$ cat config.mk
export PLATFORM = sky130hd
export DESIGN_NAME = lsu_req
export DESIGN_NICKNAME = d
export VERILOG_FILES = /design/src/rtl/lsu_req.sv
export SDC_FILE = /design/constraint.sdc
export NUM_CORES = 1
export LEC_CHECK = 0
export CAP_MARGIN = 20
export CORE_AREA = 2 2 143 145
export CTS_CLUSTER_DIAMETER = 100
export DETAILED_ROUTE_END_ITERATION = 10
export DIE_AREA = 0 0 145 147
export GPL_TIMING_DRIVEN = 0
export PLACE_DENSITY = 0.78
export SLEW_MARGIN = 5
export SYNTH_ARGS = -nofsm -noshare
export SYNTH_HDL_FRONTEND = slang
export SYNTH_SLANG_ARGS = --single-unit
$ cat constraint.sdc
create_clock -name clk -period 1.8 [get_ports clk]
set_input_delay 0.18 -clock clk [delete_from_list [all_inputs] [get_ports clk]]
set_output_delay 0.18 -clock clk [all_outputs]
set_load 0.03 [all_outputs]
$ cat src/rtl/lsu_req.sv
// lsu_req: load/store request stage; decodes DTCM/ITCM target, issues one aligned TCM request,
// returns a one-cycle result pulse to lsu_wb. ITCM routing enabled by ZCRV_LSU_ITCM_ACCESS_EN.
module lsu_req #(
    parameter logic [31:0] ITCM_BASE = 32'h8000_0000,
    parameter int          REGION_AW = 16
) (
    input  logic        clk,
    input  logic        rst_n,
    input  logic        ls_valid_from_ex,
    output logic        ls_ready_to_ex,
    input  logic [31:0] ls_addr_from_ex,
    input  logic [31:0] ls_wdata_from_ex,
    input  logic        rden_from_ex,
    input  logic [4:0]  load_info_from_ex,
    input  logic [2:0]  store_info_from_ex,
    input  logic [4:0]  rd_index_from_ex,
    input  logic        flush_from_eiu,
    output logic        dtcm_req_valid,
    input  logic        dtcm_req_ready,
    output logic [31:0] dtcm_addr,
    output logic        dtcm_wen,
    output logic [3:0]  dtcm_wmask,
    output logic [31:0] dtcm_wdata,
    input  logic        dtcm_rsp_valid,
    input  logic [31:0] dtcm_rsp_data,
    output logic        itcm_req_valid,
    input  logic        itcm_req_ready,
    output logic [31:0] itcm_addr,
    output logic        itcm_wen,
    output logic [3:0]  itcm_wmask,
    output logic [31:0] itcm_wdata,
    input  logic        itcm_rsp_valid,
    input  logic [31:0] itcm_rsp_data,
    output logic        ls_to_wb,
    output logic        ls_addr_error_to_wb,
    output logic        rden_to_wb,
    output logic [4:0]  load_info_to_wb,
    output logic [4:0]  rd_index_to_wb,
    output logic        res_from_dtcm_to_wb,
    output logic        res_from_itcm_to_wb,
    output logic [31:0] data_from_dtcm_to_wb,
    output logic [31:0] data_from_itcm_to_wb
);
    typedef enum logic [1:0] {S_IDLE, S_REQ, S_WAIT, S_RESP} state_t;
    state_t      r_state, w_next;
    logic        r_itcm, r_err, r_drop, r_rden;
    logic [1:0]  r_off;
    logic [29:0] r_word;
    logic [3:0]  r_wmask;
    logic [31:0] r_wdata, r_data;
    logic [4:0]  r_load_info, r_rd;
    logic        w_accept, w_misal, w_hit_itcm, w_req_ready, w_rsp_valid;
    logic        w_dsel, w_pulse, w_res;
    logic [31:0] w_rsp_data;
    logic [3:0]  w_wmask;
    logic [4:0]  w_sh_in;

    assign ls_ready_to_ex = r_state == S_IDLE;
    assign w_accept = ls_valid_from_ex & ls_ready_to_ex & ~flush_from_eiu;
    assign w_sh_in  = {ls_addr_from_ex[1:0], 3'b000};
    assign w_misal  = rden_from_ex
        ? ((load_info_from_ex[3] | load_info_from_ex[0]) & ls_addr_from_ex[0]) | (load_info_from_ex[2] & |ls_addr_from_ex[1:0])
        : (store_info_from_ex[1] & ls_addr_from_ex[0]) | (store_info_from_ex[0] & |ls_addr_from_ex[1:0]);
    assign w_wmask  = rden_from_ex          ? 4'b0000 :
                      store_info_from_ex[2] ? 4'b0001 << ls_addr_from_ex[1:0] :
                      store_info_from_ex[1] ? 4'b0011 << ls_addr_from_ex[1:0] :
                      store_info_from_ex[0] ? 4'b1111 : 4'b0000;

`ifdef ZCRV_LSU_ITCM_ACCESS_EN
    logic w_isel;
    assign w_hit_itcm     = ls_addr_from_ex[31:REGION_AW] == ITCM_BASE[31:REGION_AW];
    assign w_req_ready    = r_itcm ? itcm_req_ready : dtcm_req_ready;
    assign w_rsp_valid    = r_itcm ? itcm_rsp_valid : dtcm_rsp_valid;
    assign w_rsp_data     = r_itcm ? itcm_rsp_data : dtcm_rsp_data;
    assign w_isel         = (r_state == S_REQ) & r_itcm;
    assign itcm_req_valid = w_isel & ~flush_from_eiu;
    assign itcm_addr      = w_isel ? {r_word, 2'b00} : 32'd0;
    assign itcm_wen       = w_isel & ~r_rden;
    assign itcm_wmask     = w_isel ? r_wmask : 4'd0;
    assign itcm_wdata     = w_isel ? r_wdata : 32'd0;
    assign res_from_itcm_to_wb  = w_res & r_itcm;
    assign data_from_itcm_to_wb = (w_res & r_itcm) ? r_data : 32'd0;
`else
    logic w_unused_itcm;
    assign w_unused_itcm  = ^{itcm_req_ready, itcm_rsp_valid, itcm_rsp_data, ITCM_BASE, REGION_AW > 0};
    assign w_hit_itcm     = 1'b0;
    assign w_req_ready    = dtcm_req_ready;
    assign w_rsp_valid    = dtcm_rsp_valid;
    assign w_rsp_data     = dtcm_rsp_data;
    assign itcm_req_valid = 1'b0;
    assign itcm_addr      = 32'd0;
    assign itcm_wen       = 1'b0;
    assign itcm_wmask     = 4'd0;
    assign itcm_wdata     = 32'd0;
    assign res_from_itcm_to_wb  = 1'b0;
    assign data_from_itcm_to_wb = 32'd0;
`endif

    // Request fields come straight from registers so they hold steady while waiting for ready.
    assign w_dsel         = (r_state == S_REQ) & ~r_itcm;
    assign dtcm_req_valid = w_dsel & ~flush_from_eiu;
    assign dtcm_addr      = w_dsel ? {r_word, 2'b00} : 32'd0;
    assign dtcm_wen       = w_dsel & ~r_rden;
    assign dtcm_wmask     = w_dsel ? r_wmask : 4'd0;
    assign dtcm_wdata     = w_dsel ? r_wdata : 32'd0;

    assign w_pulse             = (r_state == S_RESP) & ~r_drop & ~flush_from_eiu;
    assign w_res               = w_pulse & ~r_err;
    assign ls_to_wb            = w_pulse;
    assign ls_addr_error_to_wb = w_pulse & r_err;
    assign rden_to_wb          = w_pulse & r_rden;
    assign load_info_to_wb     = w_pulse ? r_load_info : 5'd0;
    assign rd_index_to_wb      = w_pulse ? r_rd : 5'd0;
    assign res_from_dtcm_to_wb  = w_res & ~r_itcm;
    assign data_from_dtcm_to_wb = (w_res & ~r_itcm) ? r_data : 32'd0;

    // State register
    always_ff @(posedge clk or negedge rst_n) begin
        if (!rst_n) r_state <= S_IDLE;
        else        r_state <= w_next;
    end

    // Next-state: misaligned ops skip the TCM; flush in REQ drops the request before handshake
    always_comb begin
        w_next = r_state;
        case (r_state)
            S_IDLE:  w_next = w_accept ? (w_misal ? S_RESP : S_REQ) : S_IDLE;
            S_REQ:   w_next = flush_from_eiu ? S_IDLE : (w_req_ready ? S_WAIT : S_REQ);
            S_WAIT:  w_next = w_rsp_valid ? S_RESP : S_WAIT;
            default: w_next = S_IDLE;
        endcase
    end

    // Operation descriptor, pre-shifted request, captured response and drop flag
    always_ff @(posedge clk or negedge rst_n) begin
        if (!rst_n) begin
            r_itcm      <= 1'b0;
            r_err       <= 1'b0;
            r_rden      <= 1'b0;
            r_off       <= 2'd0;
            r_word      <= 30'd0;
            r_wmask     <= 4'd0;
            r_wdata     <= 32'd0;
            r_load_info <= 5'd0;
            r_rd        <= 5'd0;
            r_data      <= 32'd0;
            r_drop      <= 1'b0;
        end else begin
            if (w_accept) begin
                r_itcm      <= w_hit_itcm;
                r_err       <= w_misal;
                r_rden      <= rden_from_ex;
                r_off       <= ls_addr_from_ex[1:0];
                r_word      <= ls_addr_from_ex[31:2];
                r_wmask     <= w_wmask;
                r_wdata     <= ls_wdata_from_ex << w_sh_in;
                r_load_info <= load_info_from_ex;
                r_rd        <= rd_index_from_ex;
            end
            if (r_state == S_WAIT && w_rsp_valid) r_data <= w_rsp_data >> {r_off, 3'b000};
            r_drop <= (r_state == S_WAIT) & (r_drop | flush_from_eiu);
        end
    end
endmodule
### Yosys cells after proc, flatten, opt, wreduce, memory -nomap -nowiden

Cells that the tools add are included.

| cells by class | value |
|---|---|
| add/sub/neg operators | 0 |
| $mul | 0 |
| div/mod/pow operators | 0 |
| magnitude comparators | 0 |
| eq/ne operators | 3 |
| shift-type cells | 4 |
| muxes and demuxes | 17 |
| bitwise gates (word level) | 22 |
| reductions and logical operators | 3 |

Operator list:

| cell | number |
|---|---|
| 2-to-1 mux 32 bit | 3 |
| << shifter 32 x 5 -> 32 bit | 1 |
| >> shifter 32 x 5 -> 32 bit | 1 |
| 2-to-1 mux 4 bit | 5 |
| AND 1 bit | 14 |
| 2-to-1 mux 5 bit | 2 |
| 2-to-1 mux 2 bit | 4 |
| one-hot mux 2 bit (3 select lines) | 1 |
| equality test 2 bit (second input constant) | 2 |
| NOT 1 bit | 4 |
| OR 1 bit | 4 |
| << shifter 1 x 2 -> 4 bit (first input constant) | 1 |
| << shifter 2 x 2 -> 4 bit (first input constant) | 1 |
| equality test 2 x 1 -> 1 bit (second input constant) | 1 |
| logical NOT 2 bit | 1 |
| 2-to-1 mux 1 bit | 2 |
| OR reduction 2 bit | 1 |
| logical AND 1 bit | 1 |

| storage, ports and cells | value |
|---|---|
| register bits after elaboration | 115 |
| bits in latches | 0 |
| bits in writable memories | 0 |
| ROM bits | 0 |
| input bits | 150 |
| output and inout port bits | 220 |
| logic and storage cells | 60 |
| memories | 0 |

### Longest topological paths before layout

Gate-level depths: netlist (run 1).

| logic depth | value |
|---|---|
| word-level depth | 7 |
| depth in mapped cells | 7 |
| depth with buffers taken out | 5 |

### Worst setup path before layout (run 1)

Ideal clock, no wire load.

| timing | value |
|---|---|
| path type | flip-flop to output port |
| from | register r_state[1] |
| to | output data_from_dtcm_to_wb[22] |
| arrival time | 1,741 ps |
| data required time | 1,620 ps |
| path slack | -121 ps |
| cell stages (with the launch flop) | 5 |
| path buffers | 1 |
| path through | dfrtp_1 -> and4bb_2 -> nor2b_1 -> clkbuf_1 -> and2_1 |

| on the way | value |
|---|---|
| longest elaborated chain between the ends | 5 |

Ends and longest elaborated chain:

| element | line | source |
|---|---|---|
| from (decl) | 45 | `state_t r_state, w_next;` |
| from (signal assigned) | 120 | `else r_state <= w_next;` |
| equality test 2 bit | 107 | `assign w_pulse = (r_state == S_RESP) & ~r_drop & ~flush_from_eiu;` |
| AND 1 bit (2 in a row) | 107 |  |
| AND 1 bit | 108 | `assign w_res = w_pulse & ~r_err;` |
| via res_from_dtcm_to_wb | 39 | `output logic res_from_dtcm_to_wb,` |
| 2-to-1 mux 32 bit | 115 | `assign data_from_dtcm_to_wb = (w_res & ~r_itcm) ? r_data : 32'd0;` |
| to (decl) | 41 | `output logic [31:0] data_from_dtcm_to_wb,` |

The timed path passes the listed nets, and every way through them passes these cells.

### Worst setup path in the final report (run 1)

| timing | value |
|---|---|
| from | register r_drop |
| to | output data_from_dtcm_to_wb[29] |

| on the way | value |
|---|---|
| longest elaborated chain between the ends | 5 |

Ends and longest elaborated chain:

| element | line | source |
|---|---|---|
| from (decl) | 46 | `logic r_itcm, r_err, r_drop, r_rden;` |
| from (signal assigned) | 161 | `r_drop <= (r_state == S_WAIT) & (r_drop \| flush_from_eiu);` |
| NOT 1 bit | 107 |  |
| AND 1 bit (2 in a row) | 107 |  |
| AND 1 bit | 108 |  |
| 2-to-1 mux 32 bit | 115 |  |

Every way passes these cells.

==> results.json, run 1 <==
{
  "met2_length_um": 11740,
  "port-buffer-count": 230,
  "ys.flop_type": "dfrtp_1",
  "dieArea_um2": 21320,
  "yosys.area.top_type": "dfrtp_1",
  "core_um2": 19840,
  "h-tree-depth": 4,
  "worst_hold_path_type": "input pin to asynchronous set/reset pin",
  "ir_drop_uv": 759.5,
  "num_vias": 6382,
  "synth_area_um2": 6867,
  "maxCapViolCount": 0,
  "worst_ep_arrival_time_ns": 1.82,
  "post_drt_wl_per_cell_um": 16.12,
  "wl_met3_um": 1622,
  "failed_checks": "negative setup slack",
  "clock_sinks": 115,
  "ys_top_cells_by_area": "dfrtp_1, buf_4, nand2_1",
  "grt_usage": 0.2052,
  "dp_hpwl_um": 16890,
  "maxSlewHeadroom": 0.4707,
  "start_kind": "flip-flop",
  "drtIter0Drc": 204,
  "min_period_ns": 1.999,
  "avgViaCountPerCell": 4.479,
  "grt_antenna_before_repair": 0,
  "drtPass1Iterations": 4,
  "setup_tns_ns": -8.942,
  "final_common_cell": "nand2_1",
  "cp_slowest_stage_delay_ns": 0.37,
  "grt_max_degree": 70,
  "die_w_um": 145,
  "required_ns": 1.62,
  "critPathMaxFanout": 10,
  "drive_gt1_frac": 0.3732,
  "rsz0062_at_grt": "true",
  "finalHoldViolations": 0,
  "syn_to_final_growth_pct": 65.00,
  "status": "finished, violations left",
  "routed.top_layer": "met4",
  "die_h_um": 147,
  "synth_top_area_share": 0.4191,
  "clockBufferDepth": 2,
  "gp_congestion": 0.9007,
  "path_cells": "and4bb_2 -> nor2b_4 -> buf_12 -> buf_8 -> and2_4 -> buf_6",
  "ant_nets": 0,
  "cts_tree": "yes",
  "clk_pin_slew_ns": 0.05,
  "crit_slowest_cell": "dfrtp_1",
  "synth_seq_cells": 115,
  "fin_cells": 1425,
  "ys_types": 35,
  "final_area_um2": 11330,
  "cts_buffers": 17,
  "rows": 52,
  "path_buf_inv": 3,
  "grt_pass1_vias": 6138,
  "worst_slack_ns": -0.1986,
  "final_core_util": 0.5709,
  "worst_pin_slew_ns": 0.7922,
  "pin_count": 370,
  "leakagePower_nw": 5.772,
  "yosysWarningCount": 0,
  "power_density_nw_per_um2": 1303,
  "grt_pass1_wl_um": 34250,
  "initial_core_util": 0.3460,
  "ys_seq_area_frac": 0.4191,
  "drcViolationCount": 0,
  "drt-met1-wl_um": 9157,
  "wirelength_um": 22970,
  "clock-root-buffer": "clkbuf_16",
  "final_nets": 1297,
  "final_cell_mix": "nand2_1, buf_4, clkdlybuf4s50_1",
  "finalClockSkew_ns": 0.008970,
  "finalSetupViolations": 96,
  "placed_cell_area_um2": 9927,
  "worst-setup-path-type": "flip-flop to output pin",
  "drv_slew": 0,
  "postSynth.asyncResetShare": 1.000,
  "min_period_over_period": 1.110,
  "syn_inst": 773,
  "synth_edf_count": 0,
  "fmax_mhz": 500.4,
  "post-place-cells": 1378,
  "syn_area_per_cell_um2": 8.883,
  "cp-end-kind": "output pin",
  "num_antenna_cells": 0,
  "grt_remaining_overflow": 0,
  "cp_top_family": "simple AND/OR/NAND/NOR gates",
  "clk_latency_ns": 0.41
}
==> power breakdown <==
| part | switching, mW | internal [mW] | total, mW |
|---|---|---|---|
| sequential | 0.647 | 3.77 | 4.42 |
| combinational | 3.68 | 3.18 | 6.86 |
| clock | 1.19 | 2.30 | 3.49 |
==> final timing paths <==
kind                                              from                  endpoint  slack (ns)  cells past startpoint
worst max-delay path                  r_drop$_DFF_PN0_  data_from_dtcm_to_wb[29]       -0.20                      6
worst min-delay path                             rst_n    r_word[17]$_DFFE_PN0N_        0.30                      2
worst max register to register    r_state[1]$_DFF_PN0_   r_wdata[17]$_DFFE_PN0N_        0.02                      5
worst min register to register  r_wdata[2]$_DFFE_PN0N_    r_wdata[2]$_DFFE_PN0N_        0.46                      2
max in group asynchronous                        rst_n      r_state[1]$_DFF_PN0_        0.77                      3
min in group clk                   ls_addr_from_ex[26]    r_word[24]$_DFFE_PN0N_        0.30                      3
==> Yosys cell counts, drive strengths merged (9+ instances only) <==
master  count
buf       123
mux2i      48
mux2       23
nor2b       9
clkbuf     30
o31ai      18
and2      112
nand2     194
dfrtp     115
o21ai      28
nor2       21
==> state kept, by name, summed over array words and instances, names as in the netlist <==
name and cells:
r_data 32, r_wdata 32, r_state 2, r_err 1, r_rden 1, r_off 2, r_rd 5, r_word 30
r_wmask 4, r_load_info 5, r_drop 1
==> timing repair <==
action | in CTS | in global routing
resized for setup | 754 | 239
gates cloned | 0 | 6
endpoints found under the setup margin | 213 | 185
setup buffers | 6 | 7
hold endpoints to repair | 46 | 0
hold buffers | 1 | 0
pin swaps | 1 | 21
==> metal layers <==
layer	vias up	global-route usage
met3	28	0.05031
met5	-	0
met2	286	0.3595
met4	0	0.06832
li1	3051	-
met1	3017	0.2479
==> worst reg2reg max path, delay by kind of cell, from the launching register on <==
family          cells  cell delay, ns
simple gates        2            0.65
compound gates      1            0.23
buf+inv             2            0.37
flops               1            0.42
==> through the flow <==
step	setup slack, ns	power [mW]	hold slack (ns)
2_1_floorplan	0.05916	7.944	-0.1156
3_3_place_gp	-4.213	9.959	0.4420
3_5_place_dp	-1.055	10.09	0.1530
4_1_cts	-0.2430	13.86	0.2811
5_1_grt	-0.2699	15.58	0.2920
6_report	-0.1986	14.77	0.2982
==> layout make-up <==
type,instances,area [µm²]
clock inverters,10,130.1
clock buffers,21,480.5
fillers,1753,8514
plain buffers,150,1186
well taps,270,337.8
flip-flops and latches,115,2880
repair buffers,250,2651
multi-input cells,607,3656
inverters,2,7.507
==> cells by family (layout without fill, tap and decap cells) <==
logic type / after synthesis / after routing / share of synthesized area
multiplexers: 71 / 71 / 0.1077
adder cells (fa/ha/maj): 4 / 4 / 0.007289
flip-flops: 115 / 115 / 0.4191
AND/OR/NAND/NOR: 353 / 353 / 0.2438
other: 1 / 105 / 0.0005461
buffers and inverters: 155 / 433 / 0.1452
AO/OA/AOI/OAI: 74 / 74 / 0.07635
No activity file was read; power rests on OpenSTA's default activity.
==> run 2: changes to the inputs <==
Settings changed: CAP_MARGIN 20 to not set, CTS_CLUSTER_SIZE set to 14, SLEW_MARGIN 5 to 20.
==> results of run 2 <==
Same layout as run 1: the final DEF is identical, and so are final timing and power.
